### src/rtl/vx_dcache_pending_limiter.sv
// Per-lane read limiter between core dcache ports and memory: caps outstanding reads, drain handshake.
// Latency: zero-cycle pass-through on request and response paths; state updates on the next edge.
// Backpressure: reads stall at MAX_PENDING, everything stalls while draining. Perf: VX_PENDING_LIMITER_PERF_EN.
module vx_dcache_pending_limiter #(
    parameter int ADDR_WIDTH  = 32,
    parameter int DATA_WIDTH  = 32,
    parameter int TAG_WIDTH   = 8,
    parameter int MAX_PENDING = 16,
    parameter int CTR_BITS    = 44,
    localparam int CNT_W      = $clog2(MAX_PENDING + 1)
) (
    input  logic                    clk,
    input  logic                    reset_n,

    input  logic                    core_req_valid,
    output logic                    core_req_ready,
    input  logic                    core_req_rw,
    input  logic [ADDR_WIDTH-1:0]   core_req_addr,
    input  logic [DATA_WIDTH-1:0]   core_req_data,
    input  logic [DATA_WIDTH/8-1:0] core_req_byteen,
    input  logic [TAG_WIDTH-1:0]    core_req_tag,

    output logic                    mem_req_valid,
    input  logic                    mem_req_ready,
    output logic                    mem_req_rw,
    output logic [ADDR_WIDTH-1:0]   mem_req_addr,
    output logic [DATA_WIDTH-1:0]   mem_req_data,
    output logic [DATA_WIDTH/8-1:0] mem_req_byteen,
    output logic [TAG_WIDTH-1:0]    mem_req_tag,

    input  logic                    mem_rsp_valid,
    output logic                    mem_rsp_ready,
    input  logic [DATA_WIDTH-1:0]   mem_rsp_data,
    input  logic [TAG_WIDTH-1:0]    mem_rsp_tag,

    output logic                    core_rsp_valid,
    input  logic                    core_rsp_ready,
    output logic [DATA_WIDTH-1:0]   core_rsp_data,
    output logic [TAG_WIDTH-1:0]    core_rsp_tag,

    input  logic                    drain_req,
    output logic                    drain_ack,
    output logic [CNT_W-1:0]        pending,
    output logic                    underflow_err,
    output logic [CTR_BITS-1:0]     perf_loads,
    output logic [CTR_BITS-1:0]     perf_load_lat,
    output logic [CNT_W-1:0]        perf_max_pending
);

    localparam logic [CNT_W-1:0] MAX_CNT = CNT_W'(MAX_PENDING);

    typedef enum logic [1:0] {
        S_IDLE,
        S_DRAINING,
        S_DRAINED
    } drain_state_t;

    drain_state_t     state_q;
    logic             drain_ack_q;
    logic [CNT_W-1:0] pending_q, pending_d;
    logic             underflow_q, underflow_d;
    logic             block;
    logic             rd_fire;
    logic             rsp_fire;

    // Ceiling is judged on the registered count only; a same-cycle response does not free a slot.
    assign block          = drain_req | (~core_req_rw & (pending_q == MAX_CNT));
    assign mem_req_valid  = core_req_valid & ~block;
    assign core_req_ready = mem_req_ready & ~block;
    assign mem_req_rw     = core_req_rw;
    assign mem_req_addr   = core_req_addr;
    assign mem_req_data   = core_req_data;
    assign mem_req_byteen = core_req_byteen;
    assign mem_req_tag    = core_req_tag;

    assign core_rsp_valid = mem_rsp_valid;
    assign mem_rsp_ready  = core_rsp_ready;
    assign core_rsp_data  = mem_rsp_data;
    assign core_rsp_tag   = mem_rsp_tag;

    assign rd_fire  = mem_req_valid & mem_req_ready & ~core_req_rw;
    assign rsp_fire = mem_rsp_valid & mem_rsp_ready;

    always_comb begin
        pending_d   = pending_q;
        underflow_d = underflow_q;
        if (rd_fire && !rsp_fire) begin
            pending_d = pending_q + CNT_W'(1);
        end else if (rsp_fire && !rd_fire) begin
            if (pending_q == '0) begin
                underflow_d = 1'b1;
            end else begin
                pending_d = pending_q - CNT_W'(1);
            end
        end
    end

    always_ff @(posedge clk or negedge reset_n) begin
        if (!reset_n) begin
            pending_q   <= '0;
            underflow_q <= 1'b0;
        end else begin
            pending_q   <= pending_d;
            underflow_q <= underflow_d;
        end
    end

    // Dropping drain_req returns to IDLE from any state.
    always_ff @(posedge clk or negedge reset_n) begin
        if (!reset_n) begin
            state_q     <= S_IDLE;
            drain_ack_q <= 1'b0;
        end else if (!drain_req) begin
            state_q     <= S_IDLE;
            drain_ack_q <= 1'b0;
        end else begin
            case (state_q)
                S_IDLE: begin
                    state_q     <= S_DRAINING;
                    drain_ack_q <= 1'b0;
                end
                S_DRAINING: begin
                    if (pending_q == '0) begin
                        state_q     <= S_DRAINED;
                        drain_ack_q <= 1'b1;
                    end
                end
                S_DRAINED: begin
                    drain_ack_q <= 1'b1;
                end
                default: begin
                    state_q     <= S_IDLE;
                    drain_ack_q <= 1'b0;
                end
            endcase
        end
    end

    assign drain_ack     = drain_ack_q;
    assign pending       = pending_q;
    assign underflow_err = underflow_q;

`ifdef VX_PENDING_LIMITER_PERF_EN
    logic [CTR_BITS-1:0] loads_q;
    logic [CTR_BITS-1:0] load_lat_q;
    logic [CNT_W-1:0]    max_pending_q;

    // Latency integrates the outstanding count per cycle, so total/loads gives average load latency.
    always_ff @(posedge clk or negedge reset_n) begin
        if (!reset_n) begin
            loads_q       <= '0;
            load_lat_q    <= '0;
            max_pending_q <= '0;
        end else begin
            loads_q    <= loads_q + CTR_BITS'(rd_fire);
            load_lat_q <= load_lat_q + CTR_BITS'(pending_q);
            if (pending_d > max_pending_q) begin
                max_pending_q <= pending_d;
            end
        end
    end

    assign perf_loads       = loads_q;
    assign perf_load_lat    = load_lat_q;
    assign perf_max_pending = max_pending_q;
`else
    assign perf_loads       = '0;
    assign perf_load_lat    = '0;
    assign perf_max_pending = '0;
`endif

endmodule

### config.mk
export PLATFORM = sky130hd
export DESIGN_NAME = vx_dcache_pending_limiter
export DESIGN_NICKNAME = d
export VERILOG_FILES = /design/src/rtl/vx_dcache_pending_limiter.sv
export SDC_FILE = /design/constraint.sdc
export NUM_CORES = 1
export LEC_CHECK = 0
export BUFFER_PORTS_ARGS = -buffer_cell sky130_fd_sc_hd__buf_2
export CAP_MARGIN = 0
export CORE_AREA = 4 4 133 135
export DETAILED_ROUTE_END_ITERATION = 8
export DIE_AREA = 0 0 137 139
export PLACE_DENSITY = 0.55
export SYNTH_ARGS = -nofsm -noshare
export SYNTH_HDL_FRONTEND = slang
export SYNTH_SLANG_ARGS = --single-unit
### constraint.sdc
create_clock -name clk -period 4.1 [get_ports clk]
set_clock_uncertainty 0.15 [all_clocks]
set_input_delay 0.615 -clock clk [delete_from_list [all_inputs] [get_ports clk]]
set_output_delay 0.615 -clock clk [all_outputs]
set_load 0.005 [all_outputs]
==> qor.yml <==
rrSetupSlack_ps: 860
synth.avg_cell_area_um2: 7.96
drc: 0
synth_area_leaders: "buf_4 (70%), dfrtp_1 (9.9%), ha_1 (5.5%)"
place_area_mm2: 0.00140
cts_resized: 0
viasPerCell: 2.43
gr-usage-all-layers: 0.0417
rsz0062_at_grt: "false"
die_w_um: 137
status: "completed"
clockBufferDepth: 2
path_clk_slew_ps: 40
p_comb_frac: 0.481
dp_hpwl_um: 3970
h-tree-depth: 1
path_class: "reg -> reg"
cts_hold_buf: 0
hold_violations: 0
cts_buffers: 3
synthCells: 286
fmax_ghz: 0.309
clk_latency_ps: 240
fp.coreArea_mm2: 0.0165
initial_utilization: 0.138
peakVddDrop_v: 0.000171
holdCritPathClass: "in -> async"
holdWs_ps: 82.0
vias: 994
path_max_fanout: 7
wl_per_cell_um: 11.1
ys_seq_elements: 9
layout_min_cycle_time_ps: 3240
slew_violations: 0
clock-sinks: 9
p_leak_nw: 0.752
start_kind: "flop"
dp.cells: 405
post-cts-setup-buffer-count: 0
final.period_utilization: 0.790
antenna_found_initial: 0
grt_pass1_vias: 882
yosysMostFrequentCell: "buf_4"
layout-drive-gt1-share: 0.138
synth-edff-count: 0
cts_tree: "built"
cap_violations: 0
yosys_most_used_dff: "dfrtp_1"
critPathCaptureType: "flop"
portBuffers: 19
fp.dieH_um: 139
p_switching_uw: 282
synth_common_cells: "buf_4 (212), nand2_1 (11), ha_1 (10), dfrtp_1 (9), inv_1 (8)"
yosysTopAreaCell: "buf_4"
tns_ps: 0
diodes: 0
synth_cell_types: 26
grt_pass1_wl_um: 5580
p_int_uw: 399
area_delta_synth_final_pct: -35.0
synth_warnings: 0
gr-total-overflow: 0
stdcell_count: 409
setup_viol: 0
syn_area_mm2: 0.00228
pwr-share-seq: 0.259
synth_seq_area_share: 0.0990
clock_power_share: 0.259
grt_max_degree: 10
firstDrtPassIters: 3
wirelength_um: 4550
antenna_left: 0
root_buffer: "clkbuf_16"
final_core_util: 0.0898
worstPathArrival_ps: 3250
power_density_mw_per_mm2: 460
rows: 47
critPathRequiredTime_ps: 4110
io_pins: 345
gp_congestion: 0.683
die-area_mm2: 0.0190
synthArstFlopShare: 1.00
fin_area_mm2: 0.00148
final_nets: 325
drt-initial-drc-count: 17
swShare: 0.414
synth_top_cell_area_share: 0.699
==> through the flow <==
stage / total power, mW / worst slack [ps]
global placement: 0.511 / 870
global route: 0.754 / 653
finish: 0.680 / 862
detailed placement: 0.509 / 843
CTS: 0.690 / 840
floorplan: 0.545 / 1040
==> critical path, cell delays in order, from the launching register on <==
cell     delay [ps]
dfrtp_1         420
or4_4           580
o21ai_0         220
or3_1           160
inv_1            50
ha_1            300
inv_1           160
ha_1            280
a21oi_1         230
nand2_1         100
or4_1           400
a21oi_1         130
==> power by group through the flow <==
stage	clock network (mW)	logic, mW	registers (mW)
2_1_floorplan	0	0.374	0.172
3_3_place_gp	0	0.336	0.176
3_5_place_dp	0	0.330	0.179
4_1_cts	0.177	0.335	0.178
5_1_grt	0.182	0.386	0.186
6_report	0.176	0.328	0.176
==> cell families (layout without fill, tap and decap cells) <==
kind of cell | count (synthesis) | after routing | synth area share
compound gates | 14 | 14 | 0.0434
simple gates | 26 | 26 | 0.0594
fa+ha+maj | 11 | 11 | 0.0638
xor+xnor | 3 | 3 | 0.0115
mux | 2 | 2 | 0.00880
buf+inv | 220 | 31 | 0.712
other cells | 1 | 93 | 0.00165
flops | 9 | 9 | 0.0990
==> routing by layer <==
metal	vias up	wire length (um)	track usage
li1	387	-	-
met1	390	1060	0.0301
met2	163	1740	0.0496
met3	54	1250	0.0439
met4	0	497	0.0557
met5	-	0	0.0132
==> area by class of cell <==
type	count	area (um2)
Clock buffer	4	78.8
Fill cell	1940	15000
Inverter	8	30.0
Multi-Input combinational cell	149	774
Sequential cell	9	225
Tap cell	220	275
Timing Repair Buffer	19	95.1
==> flip-flops by register name (all words and copies together), names as in the netlist <==
register       count
state_q            2
pending            5
drain_ack          1
underflow_err      1
==> cells in the final DEF (no fill, tap or decap) <==
master | netlist | layout
a31oi_1 | 1 | 1
or3_1 | 1 | 1
mux2i_1 | 2 | 2
clkbuf_16 | 0 | 3
conb_1 | 1 | 93
dfrtp_1 | 9 | 9
a21boi_0 | 1 | 1
xnor2_1 | 2 | 2
buf_2 | 0 | 19
nor2_1 | 4 | 4
and4b_1 | 1 | 1
nand2_1 | 11 | 11
nand3_1 | 3 | 3
a21oi_1 | 4 | 4
xor2_1 | 1 | 1
ha_1 | 10 | 10
fa_1 | 1 | 1
o21ai_0 | 5 | 5
nand2b_1 | 2 | 2
clkbuf_1 | 0 | 1
a21oi_4 | 1 | 1
a21o_1 | 1 | 1
or4_1 | 1 | 1
or2_4 | 1 | 1
or4_4 | 1 | 1
o21ai_4 | 1 | 1
inv_1 | 8 | 8
nand3b_1 | 1 | 1
==> path summary, 6_finish.rpt <==
kind | from | end | cells past startpoint
max in group asynchronous | reset_n | pending[4]$_DFFE_PN0P_ | 1
min reg2reg | underflow_err$_DFFE_PN0P_ | underflow_err$_DFFE_PN0P_ | 1
min | reset_n | state_q[0]$_DFFE_PN0P_ | 1
max | pending[1]$_DFFE_PN0P_ | pending[4]$_DFFE_PN0P_ | 11
min in group clk | underflow_err$_DFFE_PN0P_ | underflow_err$_DFFE_PN0P_ | 1
max reg2reg | pending[1]$_DFFE_PN0P_ | pending[4]$_DFFE_PN0P_ | 11
Note: power is estimated with default switching activity, not from simulation.
